===== src/rtl/fifo_reader.sv =====
// fifo_reader: drains a 4-deep first-word-fall-through FIFO into a registered output stage.
// Latency: a word at the FIFO head while the output stage is empty appears on data_out one cycle later.
// Backpressure: data_out_ready=0 holds data_out/data_out_valid stable and stops popping the FIFO.
//
// Ports:
//   clk, rst         single clock; asynchronous active-high reset
//   fifo_empty       FIFO holds no words
//   fifo_full        FIFO holds 4 words (empty and full together is a protocol error)
//   fifo_data        head-of-FIFO word, valid whenever fifo_empty=0
//   pop_fifo         removes the head word at the rising edge where it is high
//   data_out         registered word presented downstream
//   data_out_valid   data_out holds an unconsumed word
//   data_out_ready   downstream accepts data_out this cycle
//   err              sticky protocol-error flag, cleared only by reset
//   words_read       completed downstream transfers, wraps at 256
//
// Build option: define FIFO_READER_CNT_EN to enable the words_read counter;
// without it words_read is tied to zero.

module fifo_reader #(
    parameter int WIDTH = 64
) (
    input  logic             clk,
    input  logic             rst,
    input  logic             fifo_empty,
    input  logic             fifo_full,
    input  logic [WIDTH-1:0] fifo_data,
    output logic             pop_fifo,
    output logic [WIDTH-1:0] data_out,
    output logic             data_out_valid,
    input  logic             data_out_ready,
    output logic             err,
    output logic [7:0]       words_read
);

    typedef enum logic [1:0] {
        ST_IDLE = 2'd0,   // output register empty
        ST_HOLD = 2'd1,   // output register holds an unconsumed word
        ST_ERR  = 2'd2    // protocol error seen; only reset leaves
    } state_t;

    state_t           state_q, state_d;
    logic [WIDTH-1:0] data_q, data_d;
    logic             pop_c;
    logic             proto_err;

    // The FIFO can never be empty and full at once; seeing both means the
    // upstream flags are corrupt, so we stop trusting them for good.
    assign proto_err = fifo_empty & fifo_full;

    always_comb begin
        state_d = state_q;
        pop_c   = 1'b0;
        data_d  = data_q;

        case (state_q)
            ST_IDLE: begin
                if (!fifo_empty) begin
                    pop_c   = 1'b1;
                    state_d = ST_HOLD;
                end
            end
            ST_HOLD: begin
                // A ready downstream frees the register this cycle, so it can
                // be refilled on the same edge for one word per cycle.
                if (data_out_ready) begin
                    if (!fifo_empty) begin
                        pop_c = 1'b1;
                    end else begin
                        state_d = ST_IDLE;
                    end
                end
            end
            ST_ERR: begin
                state_d = ST_ERR;
            end
            default: begin
                state_d = ST_ERR;
            end
        endcase

        if (proto_err) begin
            state_d = ST_ERR;
        end

        if (pop_c) begin
            data_d = fifo_data;
        end
    end

    always_ff @(posedge clk or posedge rst) begin
        if (rst) begin
            state_q <= ST_IDLE;
            data_q  <= '0;
        end else begin
            state_q <= state_d;
            data_q  <= data_d;
        end
    end

    // Gate with rst so no pop is requested while reset is held, even though
    // the state register already reads IDLE.
    assign pop_fifo       = pop_c & ~rst;
    assign data_out       = data_q;
    assign data_out_valid = (state_q == ST_HOLD);
    assign err            = (state_q == ST_ERR);

`ifdef FIFO_READER_CNT_EN
    logic [7:0] cnt_q, cnt_d;

    // A transfer is valid && ready; the 8-bit add wraps 255 -> 0 naturally.
    always_comb begin
        cnt_d = cnt_q;
        if (data_out_valid && data_out_ready) begin
            cnt_d = cnt_q + 8'd1;
        end
    end

    always_ff @(posedge clk or posedge rst) begin
        if (rst) begin
            cnt_q <= 8'h00;
        end else begin
            cnt_q <= cnt_d;
        end
    end

    assign words_read = cnt_q;
`else
    assign words_read = 8'h00;
`endif

endmodule


===== config.mk =====
export PLATFORM = sky130hd
export DESIGN_NAME = fifo_reader
export DESIGN_NICKNAME = d
export VERILOG_FILES = /design/src/rtl/fifo_reader.sv
export SDC_FILE = /design/constraint.sdc
export NUM_CORES = 1
export LEC_CHECK = 0
export CAP_MARGIN = 40
export CELL_PAD_IN_SITES_DETAIL_PLACEMENT = 1
export CELL_PAD_IN_SITES_GLOBAL_PLACEMENT = 1
export CORE_MARGIN = 2
export CORE_UTILIZATION = 31
export CTS_BUF_LIST = sky130_fd_sc_hd__clkbuf_8 sky130_fd_sc_hd__clkbuf_16
export DETAILED_ROUTE_END_ITERATION = 16
export GPL_ROUTABILITY_DRIVEN = 1
export GPL_TIMING_DRIVEN = 0
export MAX_ROUTING_LAYER = met4
export PLACE_DENSITY = 0.88
export SLEW_MARGIN = 20
export SYNTH_ARGS = -nofsm -noshare
export SYNTH_HDL_FRONTEND = slang
export SYNTH_SLANG_ARGS = --single-unit

===== constraint.sdc =====
create_clock -name clk -period 2.2 [get_ports clk]
set_input_delay 0.33 -clock clk [delete_from_list [all_inputs] [get_ports clk]]
set_output_delay 0.33 -clock clk [all_outputs]
set_load 0.01 [all_outputs]

==> results of run 1 <==
layout make-up:
type / count / area, µm²
Inverter: 1 / 6.26
Buffer: 14 / 121
Fill cell: 877 / 4190
Tap cell: 108 / 135
Sequential cell: 66 / 1650
Clock inverter: 6 / 57.6
Multi-Input combinational cell: 80 / 995
Timing Repair Buffer: 138 / 1390
Clock buffer: 10 / 138
worst paths after layout:
check / startpoint / slack [ps] / to / cells after the start
hold / removal: rst / 370 / data_out[3]$_DFFE_PP0P_ / 2
min in group clk: data_out[12]$_DFFE_PP0P_ / 510 / data_out[12]$_DFFE_PP0P_ / 1
max in group asynchronous: rst / 1300 / data_out[11]$_DFFE_PP0P_ / 3
setup / recovery: data_out_ready / 100 / pop_fifo / 6
setup reg to reg: state_q[0]$_DFFE_PP0P_ / 480 / data_out[26]$_DFFE_PP0P_ / 5
hold reg to reg: data_out[12]$_DFFE_PP0P_ / 510 / data_out[12]$_DFFE_PP0P_ / 1
cells in the mapped netlist:
| library cell | instances |
|---|---|
| dfrtp_1 | 66 |
| mux2_4 | 49 |
| mux2_2 | 15 |
| buf_4 | 8 |
| buf_6 | 6 |
| nor2b_1 | 2 |
| a21o_1 | 1 |
| a21oi_1 | 1 |
| buf_2 | 1 |
| conb_1 | 1 |
| inv_1 | 1 |
| nand2b_1 | 1 |
| nor2_1 | 1 |
| nor2b_4 | 1 |
| or3_4 | 1 |
cells by family after synthesis:
group                  count (synthesis)  synth area share (%)
AOI/OAI and AO/OA                      2                 0.454
buffers and inverters                 16                  4.95
DFF                                   66                  59.9
muxes                                 64                  32.8
other                                  1                 0.136
and+or+nand+nor                        6                  1.72
routing by layer:
| metal | up-vias | global-route usage (%) | wire [µm] |
|---|---|---|---|
| met5 | - | - | 0 |
| met4 | 0 | 4.85 | 97 |
| met3 | 8 | 3.51 | 424 |
| met2 | 73 | 26.1 | 3710 |
| met1 | 909 | 18.6 | 2890 |
| li1 | 827 | - | - |
power groups by stage:
stage               Combinational, mW  Sequential, mW  Clock [mW]
global placement                 1.27            1.65           0
finish                           1.28            1.65        1.01
CTS                              1.30            1.65        1.06
detailed placement               1.29            1.67           0
global route                     1.36            1.68        1.12
floorplan                       0.386            1.78           0
registers in the layout (all words and copies together), names as in the netlist:
| name | count |
|---|---|
| state_q | 2 |
| data_out | 64 |
stage by stage:
| step | TNS [ps] | hold slack (ps) |
|---|---|---|
| 6_report | 0 | 368 |
| 3_3_place_gp | -64530 | 480 |
| 2_1_floorplan | 0 | 417 |
| 5_1_grt | 0 | 388 |
| 3_5_place_dp | -314 | 494 |
| 4_1_cts | 0 | 360 |
repair_timing:
action | in CTS | in global routing
setup buffers | 0 | 2
endpoints found under the setup margin | 1 | 1
pin swaps | 0 | 1
gates resized for setup | 3 | 0
==> impl_metrics.yaml, run 1 <==
floorplanning:
  io_pins: 144
  dieHeight_um: 98.3
  die-area_um2: 9660
  core_area_um2: 8680
  num_rows: 34
  fp.dieW_um: 98.3
  initial_core_util_pct: 31.8
clock_network:
  cts_buffer_depth: 2
  cts.sinks: 66
  clock_latency_ps: 320
  path_clk_slew_ps: 80
  root_buffer: "clkbuf_8"
  cts_buffers: 9
  hold_buffers: 0
  cts_tree: "done"
  htreeDepth: 3
drt:
  routedWlPerCell_um: 16.8
  drt-initial-drc-count: 28
  drt_wl_total_um: 7120
  route.detailed.drc: 0
  num_vias: 1817
  viasPerCell: 4.30
  dr.pass1.iters: 2
  ant_nets: 0
finish:
  fin_util_pct: 51.8
  final_cells: 423
  fin_nets: 379
  mostFrequentLayoutCell: "clkdlybuf4s50_1"
  diodes: 0
  fin_area_um2: 4490
  syn_to_final_growth_pct: 63.0
  layout-drive-gt1-share_pct: 31.7
  final_cell_mix: "clkdlybuf4s50_1, dfrtp_1, mux2_4, mux2_2"
synth:
  synth_cells: 155
  synth_cell_types: 15
  synth.area.top_cells: "dfrtp_1, mux2_4, mux2_2, buf_6, buf_4"
  postSynthAreaPerCell_um2: 17.8
  synth_seq_cells: 66
  synth_largest_area_cell: "dfrtp_1"
  seq_area_frac_synth_pct: 59.9
  syn_area_um2: 2760
  yosys.area.top_type_share_pct: 59.9
  yosysWarnings: 0
pwr:
  p_sw_mw: 1.01
  p_leak_nw: 2.10
  power_frac_comb_pct: 32.5
  p_int_mw: 2.92
  switching_share_pct: 25.8
  finalPower_mw: 3.94
  ir_worst_vdd_mv: 0.348
  p_per_area_nw_per_um2: 877
  clkPwrFrac_pct: 25.6
  seqPwrFrac_pct: 41.9
worst_setup_path:
  crit_chain: "clkdlybuf4s50_1 -> nor2b_4 -> or3_4 -> buf_6 -> nor2_1 -> clkdlybuf4s15_2"
  worstSetupEndpointType: "primary output"
  critPathMaxStageDelay_ps: 500
  crit_family: "buffers and inverters"
  cp_max_fo: 10
  slowest_stage: "clkdlybuf4s50_1"
  cp-start-kind: "primary input"
  crit_buf_inv: 3
  cp.arrival_ps: 1770
  required_ps: 1870
  path_class: "in2out"
placed_design:
  dp_slack_ps: -314
  placed_area_um2: 4290
  port_buffers: 135
  place.gp.congestion: 0.730
  dp_cells: 406
  dp_hpwl_um: 5350
global_route:
  grt_start_max_net_pins: 43
  grt_pass1_wl_um: 11300
  grt.overflow.total: 0
  track_usage_pct: 15.5
  antenna_found_initial: 0
  first_global_vias: 2027
status:
  run_status: "finished clean"
job:
  maxCapViolCount: 0
sta:
  finalMaxSlewViolations: 0
  fmax_ghz: 0.477
  rsz0062_at_grt: "no"
  setup_viol: 0
  timing.final.hold_violations: 0
  finalClockSkew_ps: 7.39
  period_minus_slack_ps: 2100
  period_share_pct: 95.3
  layout_setup_ws_ps: 104
worst_hold_path:
  hold_path_class: "in2async"
(Power assumes the default switching activity.)
==> run 2, diff against run 1 <==
==> constraint.sdc (replaced) <==
create_clock -name clk -period 2.1 [get_ports clk]
set_input_delay 0.42 -clock clk [delete_from_list [all_inputs] [get_ports clk]]
set_output_delay 0.42 -clock clk [all_outputs]
set_load 0.01 [all_outputs]
==> run 2 against run 1 <==
Final area shrank 0.22%. Combinational power grew 5%. Sequential cell count unchanged. Power is 4.8% higher. Global-route usage is essentially flat. Clock-buffer cell count stayed put. Via count rose by 0.33%.
==> impl_metrics.yaml, run 2 (synthesis gave the netlist of run 1 again) <==
finish:
  fin_area_um2: 4480
  largest_register_ffs: 64
  layout-drive-gt1-share_pct: 31.7
  mostFrequentLayoutCell: "clkdlybuf4s50_1"
  final_cells: 423
  diodes: 0
  final_cell_mix: "clkdlybuf4s50_1, dfrtp_1, mux2_4, mux2_2, buf_4"
  fin_nets: 379
  syn_to_final_growth_pct: 62.6
sta:
  layout_setup_ws_ps: 119
  timing.final.hold_violations: 0
  period_share_pct: 94.3
  rsz0062_at_grt: "no"
  finalClockSkew_ps: 6.76
  setup_viol: 0
  finalMaxSlewViolations: 0
  fmax_ghz: 0.505
  period_minus_slack_ps: 1980
worst_setup_path:
  regToRegStartpoint: "state_q[0]$_DFFE_PP0P_"
  cp-start-kind: "primary input"
  worstSetupEndpointType: "flip-flop"
  path_class: "in2reg"
  required_ps: 2300
  r2r_slack_ps: 240
  r2r_end: "data_out[2]$_DFFE_PP0P_"
  worst-r2r-cell-count: 6
  cp.arrival_ps: 2190
  cp_max_fo: 10
worst_hold_path:
  hold_path_class: "in2async"
drt:
  ant_nets: 0
  route.detailed.drc: 0
  drt-initial-drc-count: 27
  dr.pass1.iters: 2
  drt_wl_total_um: 7150
  routedWlPerCell_um: 16.9
  viasPerCell: 4.31
  num_vias: 1823
global_route:
  first_global_vias: 2034
  grt_pass1_wl_um: 11300
  track_usage_pct: 15.6
  grt_start_max_net_pins: 43
  antenna_found_initial: 0
  grt.overflow.total: 0
job:
  maxCapViolCount: 0
clock_network:
  cts.sinks: 66
  clock_latency_ps: 330
  root_buffer: "clkbuf_8"
  cts_buffers: 9
  htreeDepth: 3
  cts_buffer_depth: 2
  cts_tree: "done"
  path_clk_slew_ps: 70
floorplanning:
  dieHeight_um: 98.3
  initial_core_util_pct: 31.8
  fp.dieW_um: 98.3
  die-area_um2: 9660
  core_area_um2: 8680
  io_pins: 144
  num_rows: 34
placed_design:
  place.gp.congestion: 0.730
  dp_hpwl_um: 5350
  port_buffers: 135
  dp_slack_ps: -594
  placed_area_um2: 4290
  dp_cells: 406
pwr:
  p_per_area_nw_per_um2: 921
  finalPower_mw: 4.13
  p_leak_nw: 2.10
  ir_worst_vdd_mv: 0.364
status:
  run_status: "finished clean"
[run 2: worst max-delay path by stage]
stage                               from                        to  slack (ps)  depth (start not counted)
after floorplan                      rst   data_out[0]$_DFFE_PP0P_          30                          1
after global placement               rst  data_out[55]$_DFFE_PP0P_       -1170                          2
after detailed placement  data_out_ready                  pop_fifo        -590                          7
after CTS                 data_out_ready                  pop_fifo          20                          5
after global routing      data_out_ready                  pop_fifo          90                          5
final                     data_out_ready   data_out[2]$_DFFE_PP0P_         120                          7
[run 2: worst max-delay path, stage by stage]
cell             delay (ps)
clkdlybuf4s50_1         500
nor2b_4                  50
or3_4                   370
buf_4                   150
buf_4                   180
buf_2                   210
mux2_2                  300
[run 2: per-stage QoR]
step | hold slack, ps | TNS, ps | util (%)
2_1_floorplan | 456 | 0 | -
4_1_cts | 450 | 0 | 51.7
6_report | 458 | 0 | 51.6
3_3_place_gp | 480 | -77350 | 49.2
3_5_place_dp | 494 | -594 | 49.5
5_1_grt | 478 | 0 | 51.6
[run 2: routing by layer]
layer  vias to the layer above  GRT usage (%)  part of all wire, %
met1                       915           18.5                   40
met2                        73           26.4                   52
met4                         0           4.85                  1.4
met3                         8           3.51                  5.9
met5                         -              -                    0
li1                        827              -                    -
[run 2: layout make-up]
cell class	instances	area, µm²
clock buffers	10	138
plain buffers	13	110
clock inverters	6	57.6
fillers	878	4200
multi-input cells	80	995
inverters	1	6.26
well taps	108	135
repair buffers	139	1390
flip-flops and latches	66	1650
[run 2: timing repair]
action,4_1_cts,5_1_grt
endpoints found under the hold margin,0,0
endpoints found under the setup margin,1,1
gates resized for setup,3,1
cloned,0,0
pin swaps,1,0
buffers inserted,3,0
hold buffers,0,0
[run 2: where the power goes]
group / internal, mW / switching (mW)
Sequential: 1.56 / 0.165
Clock: 0.573 / 0.484
Combinational: 0.927 / 0.415
==> run 3, diff against run 2 <==
--- a/config.mk
+++ b/config.mk
@@ -16,6 +16,7 @@
 export GPL_TIMING_DRIVEN = 0
 export MAX_ROUTING_LAYER = met4
 export PLACE_DENSITY = 0.88
+export SETUP_SLACK_MARGIN = 0.15
 export SLEW_MARGIN = 20
 export SYNTH_ARGS = -nofsm -noshare
 export SYNTH_HDL_FRONTEND = slang
==> run 3 against run 2 <==
Wire length shrank 1.0%. Sequential power hardly changed. Clock-buffer cell count shrank 1. Sequential share of layout area fell by 1.1 points. Worst hold slack worse by 4.1 ps. Worst setup slack got worse by 60 ps. Final cell count up 1.2%. Die area is the same. Largest power group unchanged.
==> impl_metrics.yaml, run 3 (synthesis gave the netlist of run 1 again) <==
status:
  run_status: "finished clean"
clock_network:
  cts.sinks: 66
  path_clk_slew_ps: 80
  clock_latency_ps: 330
  root_buffer: "clkbuf_8"
  cts_buffer_depth: 2
  cts_buffers: 9
  htreeDepth: 3
  cts_tree: "done"
floorplanning:
  die-area_um2: 9660
  core_area_um2: 8680
  initial_core_util_pct: 31.8
  num_rows: 34
  io_pins: 144
  fp.dieW_um: 98.3
  dieHeight_um: 98.3
worst_setup_path:
  required_ps: 1680
  cp_max_fo: 2
  cp-start-kind: "flip-flop"
  cp.arrival_ps: 1620
  worstSetupEndpointType: "primary output"
  path_class: "reg2out"
placed_design:
  place.gp.congestion: 0.698
  dp_hpwl_um: 5330
  port_buffers: 135
drt:
  drt_wl_total_um: 7080
  drt-initial-drc-count: 47
  viasPerCell: 4.36
  num_vias: 1866
  dr.pass1.iters: 3
  routedWlPerCell_um: 16.5
  ant_nets: 0
  route.detailed.drc: 0
finish:
  fillCellCount: 862
  syn_to_final_growth_pct: 67.7
  final_cell_mix: "clkdlybuf4s50_1, dfrtp_1, mux2_4, mux2_2, buf_4"
  layout-drive-gt1-share_pct: 33.1
  fin_util_pct: 53.3
  fin_nets: 384
  multiInputGateArea_um2: 1000
  seq_area_um2: 1650
  largest_register_ffs: 64
  mostFrequentLayoutCell: "clkdlybuf4s50_1"
  diodes: 0
sta:
  fmax_ghz: 0.490
  period_share_pct: 97.2
  setup_viol: 0
  timing.final.hold_violations: 0
  finalMaxSlewViolations: 0
  finalClockSkew_ps: 9.64
  rsz0062_at_grt: "yes"
  period_minus_slack_ps: 2040
global_route:
  grt.overflow.total: 0
  first_global_vias: 2162
  track_usage_pct: 15.3
  grt_pass1_wl_um: 11300
  grt_start_max_net_pins: 31
  antenna_found_initial: 0
pwr:
  power_frac_comb_pct: 30.7
  clkPwrFrac_pct: 29.8
  p_sw_mw: 1.09
  finalPower_mw: 4.37
  p_per_area_nw_per_um2: 945
  ir_worst_vdd_mv: 0.300
  seqPwrFrac_pct: 39.5
  p_int_mw: 3.28
  p_leak_nw: 2.17
  switching_share_pct: 24.9
worst_hold_path:
  hold_path_class: "in2reg"
job:
  maxCapViolCount: 0
==> run 3: changes by cell type in the layout (fill, tap and decap cells not counted), moves of 2 or more <==
cell             delta
clkdlybuf4s50_1     -4
buf_12              +3
clkinv_2            -3
buf_4               +2
bufinv_16           +2
clkinvlp_4          +2
dlygate4sd2_1       +2
dlymetal6s2s_1      +2
==> run 3: power groups by stage <==
stage	Clock, mW	Combinational (mW)	Sequential, mW
detailed placement	0	1.35	1.75
global placement	0	1.32	1.72
global route	1.39	1.41	1.76
CTS	1.34	1.36	1.73
floorplan	0	0.404	1.87
finish	1.30	1.34	1.73
==> run 3: repair_timing <==
action / in CTS / in global routing
gates resized for setup: 13 / 2
hold buffers: 0 / 0
buffers inserted: 4 / 1
endpoints found under the setup margin: 1 / 3
cloned: 0 / 0
pin swaps: 1 / 1
==> run 3: path summary, 6_finish.rpt <==
check | startpoint | to | slack, ps | depth (start not counted)
setup / recovery | state_q[0]$_DFFE_PP0P_ | pop_fifo | 60 | 6
hold / removal | fifo_empty | state_q[0]$_DFFE_PP0P_ | 450 | 2
setup reg to reg | state_q[0]$_DFFE_PP0P_ | data_out[36]$_DFFE_PP0P_ | 320 | 6
hold reg to reg | data_out[5]$_DFFE_PP0P_ | data_out[5]$_DFFE_PP0P_ | 510 | 1
max in group asynchronous | rst | data_out[10]$_DFFE_PP0P_ | 1160 | 3
min in group asynchronous | rst | data_out[26]$_DFFE_PP0P_ | 490 | 2
==> run 3: layer usage <==
layer | global-route usage [%] | vias to the layer above | part of all wire, %
li1 | - | 837 | -
met4 | 4.43 | 0 | 1.1
met1 | 18.8 | 925 | 42
met2 | 25.1 | 95 | 50
met3 | 3.87 | 9 | 6.9
met5 | - | - | 0
==> run 3: worst max-delay path, stage by stage (launching register included) <==
cell and delay, ps:
dfrtp_1 390, nor2b_4 130, or3_4 340, buf_12 140, buf_12 110, nor2_4 70, buf_6 100
==> run 3: cell type report <==
cell class	count	share of cell area, %
clock buffer	9	2.68
buffer	15	3.25
clock inverter	7	2.57
inverter	1	0.162
multi-input combinational	80	21.7
timing repair buffer	142	31.0
tap	108	2.92
sequential	66	35.7
==> run 3: stage by stage <==
step	hold WS [ps]	area, µm²	instances	worst slack, ps	setup TNS [ps]
finish	454	4620	428	58.6	0
global route	441	4620	428	-13.6	-13.6
CTS	427	4610	427	6.71	0
detailed placement	492	4310	407	-596	-596
global placement	480	4270	405	-583	-583
floorplan	456	2790	162	407	0
